## config.mk

```make
export PLATFORM = sky130hd
export DESIGN_NAME = datamemory_store_buffer
export DESIGN_NICKNAME = d
export VERILOG_FILES = /design/src/rtl/datamemory_store_buffer.sv
export SDC_FILE = /design/constraint.sdc
export NUM_CORES = 1
export LEC_CHECK = 0
export CORE_MARGIN = 5
export CORE_UTILIZATION = 25
export CTS_CLUSTER_DIAMETER = 200
export DETAILED_ROUTE_END_ITERATION = 7
export SYNTH_ARGS = -nofsm -noshare
export SYNTH_HDL_FRONTEND = slang
export SYNTH_SLANG_ARGS = --single-unit
```

## constraint.sdc

```tcl
create_clock -name clk -period 3.9 [get_ports clk]
set_clock_uncertainty 0.15 [all_clocks]
set_input_delay 0.585 -clock clk [delete_from_list [all_inputs] [get_ports clk]]
set_output_delay 0.585 -clock clk [all_outputs]
set_load 0.01 [all_outputs]
```

## src/rtl/datamemory_store_buffer.sv

```systemverilog
// Store buffer in front of the data memory write port: formats SB/SH/SW into
// byte lanes, queues them in a small FIFO and drains one per cycle.
module datamemory_store_buffer #(
   parameter int ADDRESS_WIDTH = 5,
   parameter int DATA_WIDTH    = 32,
   parameter int DEPTH         = 4
) (
   input  logic                     clk,
   input  logic                     rst_n,
   input  logic                     st_valid,
   output logic                     st_ready,
   input  logic [DATA_WIDTH-1:0]    st_addr,
   input  logic [DATA_WIDTH-1:0]    st_data,
   input  logic [1:0]               st_size,
   output logic                     st_err,
   input  logic                     mem_stall,
   output logic                     mem_we,
   output logic [ADDRESS_WIDTH-1:0] mem_addr,
   output logic [DATA_WIDTH-1:0]    mem_wd,
   output logic [3:0]               mem_be,
   input  logic [DATA_WIDTH-1:0]    ld_addr,
   output logic                     fwd_hit,
   output logic                     empty
);
   localparam int PW = (DEPTH > 1) ? $clog2(DEPTH) : 1;

   logic [ADDRESS_WIDTH-1:0] widx_q [DEPTH];
   logic [DATA_WIDTH-1:0]    wd_q   [DEPTH];
   logic [3:0]               be_q   [DEPTH];
   logic [PW-1:0]            wr_ptr_q, rd_ptr_q;
   logic [PW:0]              count_q;
   logic                     st_err_q;

   logic [3:0]            fmt_be;
   logic [DATA_WIDTH-1:0] fmt_wd;
   logic                  bad, accept, push, pop;

   // Address bits above the memory's word index carry no meaning here.
   logic unused_addr_bits;
   assign unused_addr_bits = ^{st_addr[DATA_WIDTH-1:ADDRESS_WIDTH+2],
                               ld_addr[DATA_WIDTH-1:ADDRESS_WIDTH+2], ld_addr[1:0]};

   assign empty    = (count_q == '0);
   assign st_ready = (count_q != (PW+1)'(DEPTH));
   assign st_err   = st_err_q;
   assign mem_we   = !empty && !mem_stall;
   assign mem_addr = widx_q[rd_ptr_q];
   assign mem_wd   = wd_q[rd_ptr_q];
   assign mem_be   = be_q[rd_ptr_q];

   always_comb begin
      fmt_be = 4'b0000;
      fmt_wd = st_data;
      bad    = 1'b0;
      case (st_size)
         2'b00: begin
            fmt_be = 4'b0001 << st_addr[1:0];
            fmt_wd = {4{st_data[7:0]}};
         end
         2'b01: begin
            bad    = st_addr[0];
            fmt_be = st_addr[1] ? 4'b1100 : 4'b0011;
            fmt_wd = {2{st_data[15:0]}};
         end
         2'b10: begin
            bad    = |st_addr[1:0];
            fmt_be = 4'b1111;
         end
         default: bad = 1'b1;
      endcase
   end

   // Faulty requests complete the handshake but never reach the FIFO.
   assign accept = st_valid && st_ready;
   assign push   = accept && !bad;
   assign pop    = mem_we;

   always_ff @(posedge clk) begin
      if (!rst_n) begin
         wr_ptr_q <= '0;
         rd_ptr_q <= '0;
         count_q  <= '0;
         st_err_q <= 1'b0;
      end else begin
         st_err_q <= accept && bad;
         if (push) wr_ptr_q <= wr_ptr_q + 1'b1;
         if (pop)  rd_ptr_q <= rd_ptr_q + 1'b1;
         if (push && !pop)      count_q <= count_q + 1'b1;
         else if (pop && !push) count_q <= count_q - 1'b1;
      end
   end

   always_ff @(posedge clk) begin
      if (push) begin
         widx_q[wr_ptr_q] <= st_addr[ADDRESS_WIDTH+1:2];
         wd_q[wr_ptr_q]   <= fmt_wd;
         be_q[wr_ptr_q]   <= fmt_be;
      end
   end

   // An entry is live when its distance from the head is below count.
   always_comb begin
      logic [PW-1:0] off;
      fwd_hit = 1'b0;
      for (int i = 0; i < DEPTH; i++) begin
         off = PW'(i) - rd_ptr_q;
         if (({1'b0, off} < count_q) && (widx_q[i] == ld_addr[ADDRESS_WIDTH+1:2]))
            fwd_hit = 1'b1;
      end
   end
endmodule

```

==> impl_results.md, run 1 <==
* Iter 0 DRT Violations at 248
* GRT overflow at 0
* Initial antenna violation count at 0
* Initial Utilization at 0.252
* Worst path required time at between 3 and 4 ns
* Gpl congestion at roughly 0.74
* CP arrival at 2.57 ns
* Synth Cell Area at 7210 um2
* Number of diodes at 0
* H-tree depth at 4
* Finished Layout Cells at 876
* Clock Sink Count at approximately 170
* RSZ-0062 raised after global routing: false
* Period utilization at 0.847
* Hold WC Path Type: reg -> reg
* Hold buffer count at cts at 0
* Share of layout cells above drive strength 1 at 0.215
* HP Start: wr_ptr_q[1]
* #FFs+latches synth at 174
* Critical path class: in -> out
* Num CTS Buffers at 17
* Worst Path Max Fanout at 4
* Final HPWL DP at 10.6 mm
* Critical path endpoint category: output port
* Routed vias at around 3800
* Final nets at 591
* Post-Syn Nets at around 500
* Routed WL at 16.4 mm
* Final Hold Viols at 0
* Via count of the first global-routing pass at 4189
* Post-route ant nets at 0
* Cell variety after synth at 33
* Max Cap Violations at 0
* Power Dens Cells at 559 nW/um2
* Syn Area/Cell at 19.2 um2
* Fmax at 303 MHz
* Root buf cell: clkbuf_16
* Die Ht at between 150 and 200 um
* FF-to-FF Start: count_q[0]
* Maximum vdd drop at 0.238 mV
* Status: complete, no violations
* CTS tree: done
* Setup crit start: ld_addr[6]
* Seq/Total Area, Yosys at 0.711
* Buffers on Ports at 95
* Die Wd at 180 um
* Wire length per cell at roughly 19 um
* Syn-to-layout area delta at 28.6%
* Post-layout min period at 3.30 ns
* Fin. max-slew vios at 0
* Max-slew headroom at 0.301
* Leakage at 0.00293 uW
* Synthesized instance count at 375
* # setup viols final at 0
* GRT Overall Usage at 0.102
* Measured slew at the worst slew-check pin at 1.04 ns
* Most frequent cells in the layout: 164 x edfxtp_1, 95 x clkdlybuf4s50_1, 41 x mux4_2
* Row Count at 62
* # placed instances at ~840
* Clock transition at path regs at 0.07 ns
* Setup_tns at 0 ns
* Post-CTS Resized at 0
* CTS max path bufs at 2
* Die area at about 32000 um2
* Most common cell after layout, fill and taps aside: edfxtp_1
* DRC Markers at 0
* Yosys warning total at 0
* Core Footprint at 28600 um2
* Startpoint types: primary input
* Largest net degree at the start of global routing at 42
* Clock Latency Late Sink at roughly 0.42 ns
* DRT Pass-1 Iters at 4
* First-pass GRT wire length at 24.8 mm
* Number of I/O pins at 148
* Number of setup buffers added after CTS at 0
* Vias per cell at roughly 4.3
[through the flow]
stage                     power [uW]  setup slack (ns)   util  hold slack (ns)  area, um2
after floorplan                 2990             0.874      -            0.378       7210
after global placement          3600             0.592  0.304            0.387       8700
after detailed placement        3640             0.458  0.304            0.431       8700
after CTS                       5280             0.569  0.324            0.439       9280
after global routing            5440             0.504  0.324            0.480       9280
final                           5190             0.597  0.324            0.436       9280
[sequential cells by signal (all words and copies together) (netlist names), named ones only]
name	cells
st_err	1
be_q	16
wd_q	128
rd_ptr_q	2
count_q	3
wr_ptr_q	2
widx_q	20
[final timing paths]
| path | end | slack [ns] | cells past startpoint |
|---|---|---|---|
| setup / recovery | fwd_hit | 0.60 | 6 |
| setup reg to reg | count_q[2] | 1.39 | 8 |
| hold reg to reg | wr_ptr_q[1] | 0.44 | 2 |
| hold / removal | wr_ptr_q[1] | 0.44 | 2 |
[final cells by class]
type	count	area [um2]
timing repair buffer	105	1090
clock inverter	14	143
inverter	12	45.0
clock buffer	18	429
tap	384	480
fill	2745	19300
multi-input combinational	169	1960
sequential	174	5130
[Yosys cell counts]
library cell  count  area, um2
edfxtp_1        164       4920
mux4_2           41        923
xnor2_1          21        184
mux2_2           16        180
inv_1            12       45.0
mux2i_1          11        110
dfxtp_1          10        200
o21ai_0          10       50.1
and2_1            9       56.3
clkbuf_1          9       33.8
ha_1              9        113
nand2_1           8       30.0
a21oi_1           7       35.0
buf_1             6       22.5
nor2_1            6       22.5
nor2b_1           5       31.3
xor2_1            5       43.8
buf_2             4       20.0
nand4_1           4       25.0
a2111oi_0         3       26.3
nor3_1            3       15.0
a211oi_4          1       20.0
a21boi_0          1       7.51
a21o_1            1       7.51
a221o_1           1       10.0
buf_6             1       11.3
fa_1              1       20.0
nand2b_1          1       6.26
nand3_1           1       5.00
nor3b_1           1       7.51
or3_1             1       6.26
or3_4             1       11.3
or4_1             1       7.51
[logic make-up after synthesis]
| family | synth area share |
|---|---|
| xor gates and xnor gates | 0.0316 |
| buffers and inverters | 0.0184 |
| AOI/OAI and AO/OA | 0.0217 |
| and+or+nand+nor | 0.0311 |
| DFF | 0.711 |
| adders and majority gates | 0.0184 |
| muxes | 0.168 |
[layer usage]
metal / GRT usage / part of all wire / vias to the layer above / routed length [um]
li1: - / - / 1697 / -
met1: 0.123 / 0.42 / 1945 / 6950
met2: 0.174 / 0.51 / 111 / 8410
met3: 0.0352 / 0.051 / 16 / 837
met4: 0.0296 / 0.013 / 0 / 219
met5: 0 / 0 / - / 0
[worst max-delay path: stages]
cell and delay, ns:
clkdlybuf4s50_1 0.61, xnor2_1 0.15, nand4_1 0.11, a2111oi_0 0.38, or4_1 0.19, clkdlybuf4s50_1 0.53
[where the power goes]
part | leakage, uW | switching [uW] | total, uW | internal, uW
registers | 0.00157 | 129 | 2290 | 2160
clock network | 0.000279 | 776 | 1630 | 851
logic | 0.00108 | 531 | 1270 | 742
total | 0.00293 | 1440 | 5190 | 3750
Power figures use the tool's default switching activity.
==> run 2, diff against run 1 <==
==> constraint.sdc (replaced) <==
create_clock -name clk -period 2.8 [get_ports clk]
set_clock_uncertainty 0.15 [all_clocks]
set_input_delay 0.42 -clock clk [delete_from_list [all_inputs] [get_ports clk]]
set_output_delay 0.42 -clock clk [all_outputs]
set_load 0.01 [all_outputs]
==> run 2 against run 1 <==
  * Worst hold slack improved by 0.0065 ns
  * Die area did not move
  * Combinational power rose by 58%
  * Core utilization increased by 0.98 points
  * Largest power group unchanged
  * Total power is 45% higher
  * Worst setup slack worse by 0.59 ns
  * Final cell count grew 1.9%
  * Critical path depth rose by 1
  * Design area increased by 3.0%
  * Clock power up 47%
  * Non-clock buffer count is 17 higher
  * Sequential cell count unchanged
==> impl_results.md, run 2 (synthesized netlist as in run 1, its figures left out) <==
* Status: complete, no violations
* Routed WL at 17.3 mm (+5.6%)
* Syn-to-layout area delta at 32.5%
* Switching Fraction at 0.271 (-0.00554)
* Final Hold Viols at 0 (unchanged)
* Iter 0 DRT Violations at 220 (-11%)
* Fin. max-slew vios at 0 (unchanged)
* CTS max path bufs at 2 (unchanged)
* Die Ht at 180 um (unchanged)
* Reg power frac at 0.414 (-0.027)
* GRT overflow at 0 (unchanged)
* Finished Layout Cells at 893 (+1.9%)
* RSZ-0062 raised after global routing: true
* Worst path required time at 2.23 ns (-0.93 ns)
* Measured slew at the worst slew-check pin at 1.07 ns (+0.0260 ns)
* Reg2reg setup slack at 0.40 ns (-0.99 ns)
* Initial antenna violation count at 0 (unchanged)
* Hold buffer count at cts at 0 (unchanged)
* CP arrival at 2.22 ns (-0.35 ns)
* Crit path capture: fwd_hit
* Die area at 32300 um2 (unchanged)
* Hold WC Path Type: reg -> reg
* Leakage at 0.00312 uW (+6.8%)
* Final hold slack at 0.442 ns (+0.00648 ns)
* Row Count at 62 (unchanged)
* Largest regs: wd_q (128), widx_q (20), be_q (16)
* Max-slew headroom at 0.284 (-0.0174)
* Number of diodes at 0 (unchanged)
* H-tree depth at 4 (unchanged)
* Post-DP Area at 8890 um2 (+2.2%)
* # setup viols final at 0 (unchanged)
* Gpl congestion at 0.762 (+2.7%)
* Post-layout min period at 2.79 ns
* P_sw at 2040 uW (+42%)
* # placed instances at 859 (+1.8%)
* Initial Utilization at 0.252 (unchanged)
* Buffers on Ports at 95 (unchanged)
* Wire length per cell at 19.4 um (+3.6%)
* Number of I/O pins at 148 (unchanged)
* Core Footprint at 28600 um2 (unchanged)
* CTS tree: done
* Vias per cell at 4.32 (+0.36%)
* Worst Reg2Reg Path Length in Cells at 9 (+1)
* Most common cell after layout, fill and taps aside: edfxtp_1
* Post-route ant nets at 0 (unchanged)
* Period utilization at 0.998
* FF-to-FF Start: count_q[2]
* Largest register by flop count: wd_q
* DRC Markers at 0 (unchanged)
* Most frequent cells in the layout: 164 x edfxtp_1, 79 x clkdlybuf4s50_1, 41 x mux4_2
* Clock power share at 0.319 (+0.005)
* Critical path class: reg -> out
* Root buf cell: clkbuf_16
* Startpoint types: flop
* Max reg flops at 128 (unchanged)
* Max Cap Violations at 0 (unchanged)
* FF-to-FF End: count_q[2]
* Fmax at 358 MHz
* Share of layout cells above drive strength 1 at 0.253 (+0.0380)
* Internal at 5480 uW (+46%)
* Setup crit start: rd_ptr_q[1]
* Critical path endpoint category: output port
* Die Wd at 180 um (unchanged)
* Clock transition at path regs at 0.07 ns (about the same)
* Routed vias at 3856 (+2.3%)
* Final nets at 608 (+2.9%)
* Clock Latency Late Sink at 0.43 ns (about the same)
* Worst Path Max Fanout at 3 (-1)
* Total Power at 7520 uW (+45%)
* Via count of the first global-routing pass at 4314 (+3.0%)
* Maximum vdd drop at 0.396 mV (+66%)
* Combinational group share of total power at 0.267 (+0.022)
* Clock Sink Count at 174 (unchanged)
* GRT Overall Usage at 0.108 (+0.00581)
* Final HPWL DP at 11.7 mm (+9.7%)
* DRT Pass-1 Iters at 4 (unchanged)
* Fin area at 9560 um2 (+3.0%)
* First-pass GRT wire length at 26.5 mm (+6.9%)
* Setup_tns at 0 ns (unchanged)
* Largest net degree at the start of global routing at 42 (unchanged)
* Num CTS Buffers at 17 (unchanged)
* Power Dens Cells at 787 nW/um2 (+41%)
-- run 2: changes by cell type in the layout (fill, tap and decap cells not counted), sizes merged, moves of 2 or more --
cell	previous run	this run
bufinv	0	2
buf	10	26
clkdlybuf4s50	95	79
dlygate4sd2	0	11
dlymetal6s2s	0	5
-- run 2: metal layers --
layer  routed length (um)  GRT usage
met1                 7450      0.134
met2                 9040      0.186
met3                  652     0.0303
met4                  183     0.0277
met5                    0          0
-- run 2: how the worst min path moves through the flow --
stage	startpoint	end	slack, ns	depth (start not counted)
floorplan	st_data[0]	wd_q[0][0]	0.37	0
global placement	wr_ptr_q[1]	wr_ptr_q[1]	0.40	2
detailed placement	wr_ptr_q[1]	wr_ptr_q[1]	0.43	2
CTS	wr_ptr_q[1]	wr_ptr_q[1]	0.45	2
global route	wr_ptr_q[1]	wr_ptr_q[1]	0.47	2
finish	wr_ptr_q[1]	wr_ptr_q[1]	0.44	2
-- run 2: stage by stage --
step / setup WS [ns] / util
floorplan: 0.109 / -
global placement: -0.432 / 0.311
detailed placement: -0.423 / 0.311
CTS: 0.0125 / 0.333
global route: -0.0171 / 0.334
finish: 0.00540 / 0.334
-- run 2: area by class of cell --
| cell class | count | area (um2) |
|---|---|---|
| Clock buffer | 17 | 425 |
| Clock inverter | 15 | 175 |
| Fill cell | 2673 | 19100 |
| Inverter | 12 | 45.0 |
| Multi-Input combinational cell | 169 | 1970 |
| Sequential cell | 174 | 5140 |
| Tap cell | 384 | 480 |
| Timing Repair Buffer | 122 | 1320 |
-- run 2: critical path, cell delays in order, from the launching register on --
cell and delay, ns:
dfxtp_2 0.33, xnor2_1 0.23, inv_1 0.08, ha_1 0.18, nor2b_1 0.13, a2111oi_0 0.41
or4_1 0.18, dlygate4sd2_1 0.26
-- run 2: repair_timing --
| action | 4_1_cts | 5_1_grt |
|---|---|---|
| endpoints found under the setup margin | 28 | 7 |
| buffers inserted | 1 | 0 |
| resized for setup | 15 | 9 |
| hold endpoints to repair | 0 | 0 |
| gates cloned | 1 | 0 |
| pin swaps | 0 | 0 |
-- run 2: power groups by stage --
| stage | combinational (uW) | clock, uW | sequential [uW] |
|---|---|---|---|
| global route | 2160 | 2570 | 3120 |
| global placement | 1940 | 0 | 3160 |
| floorplan | 1060 | 0 | 3110 |
| detailed placement | 1990 | 0 | 3170 |
| CTS | 2050 | 2460 | 3110 |
| finish | 2010 | 2400 | 3110 |
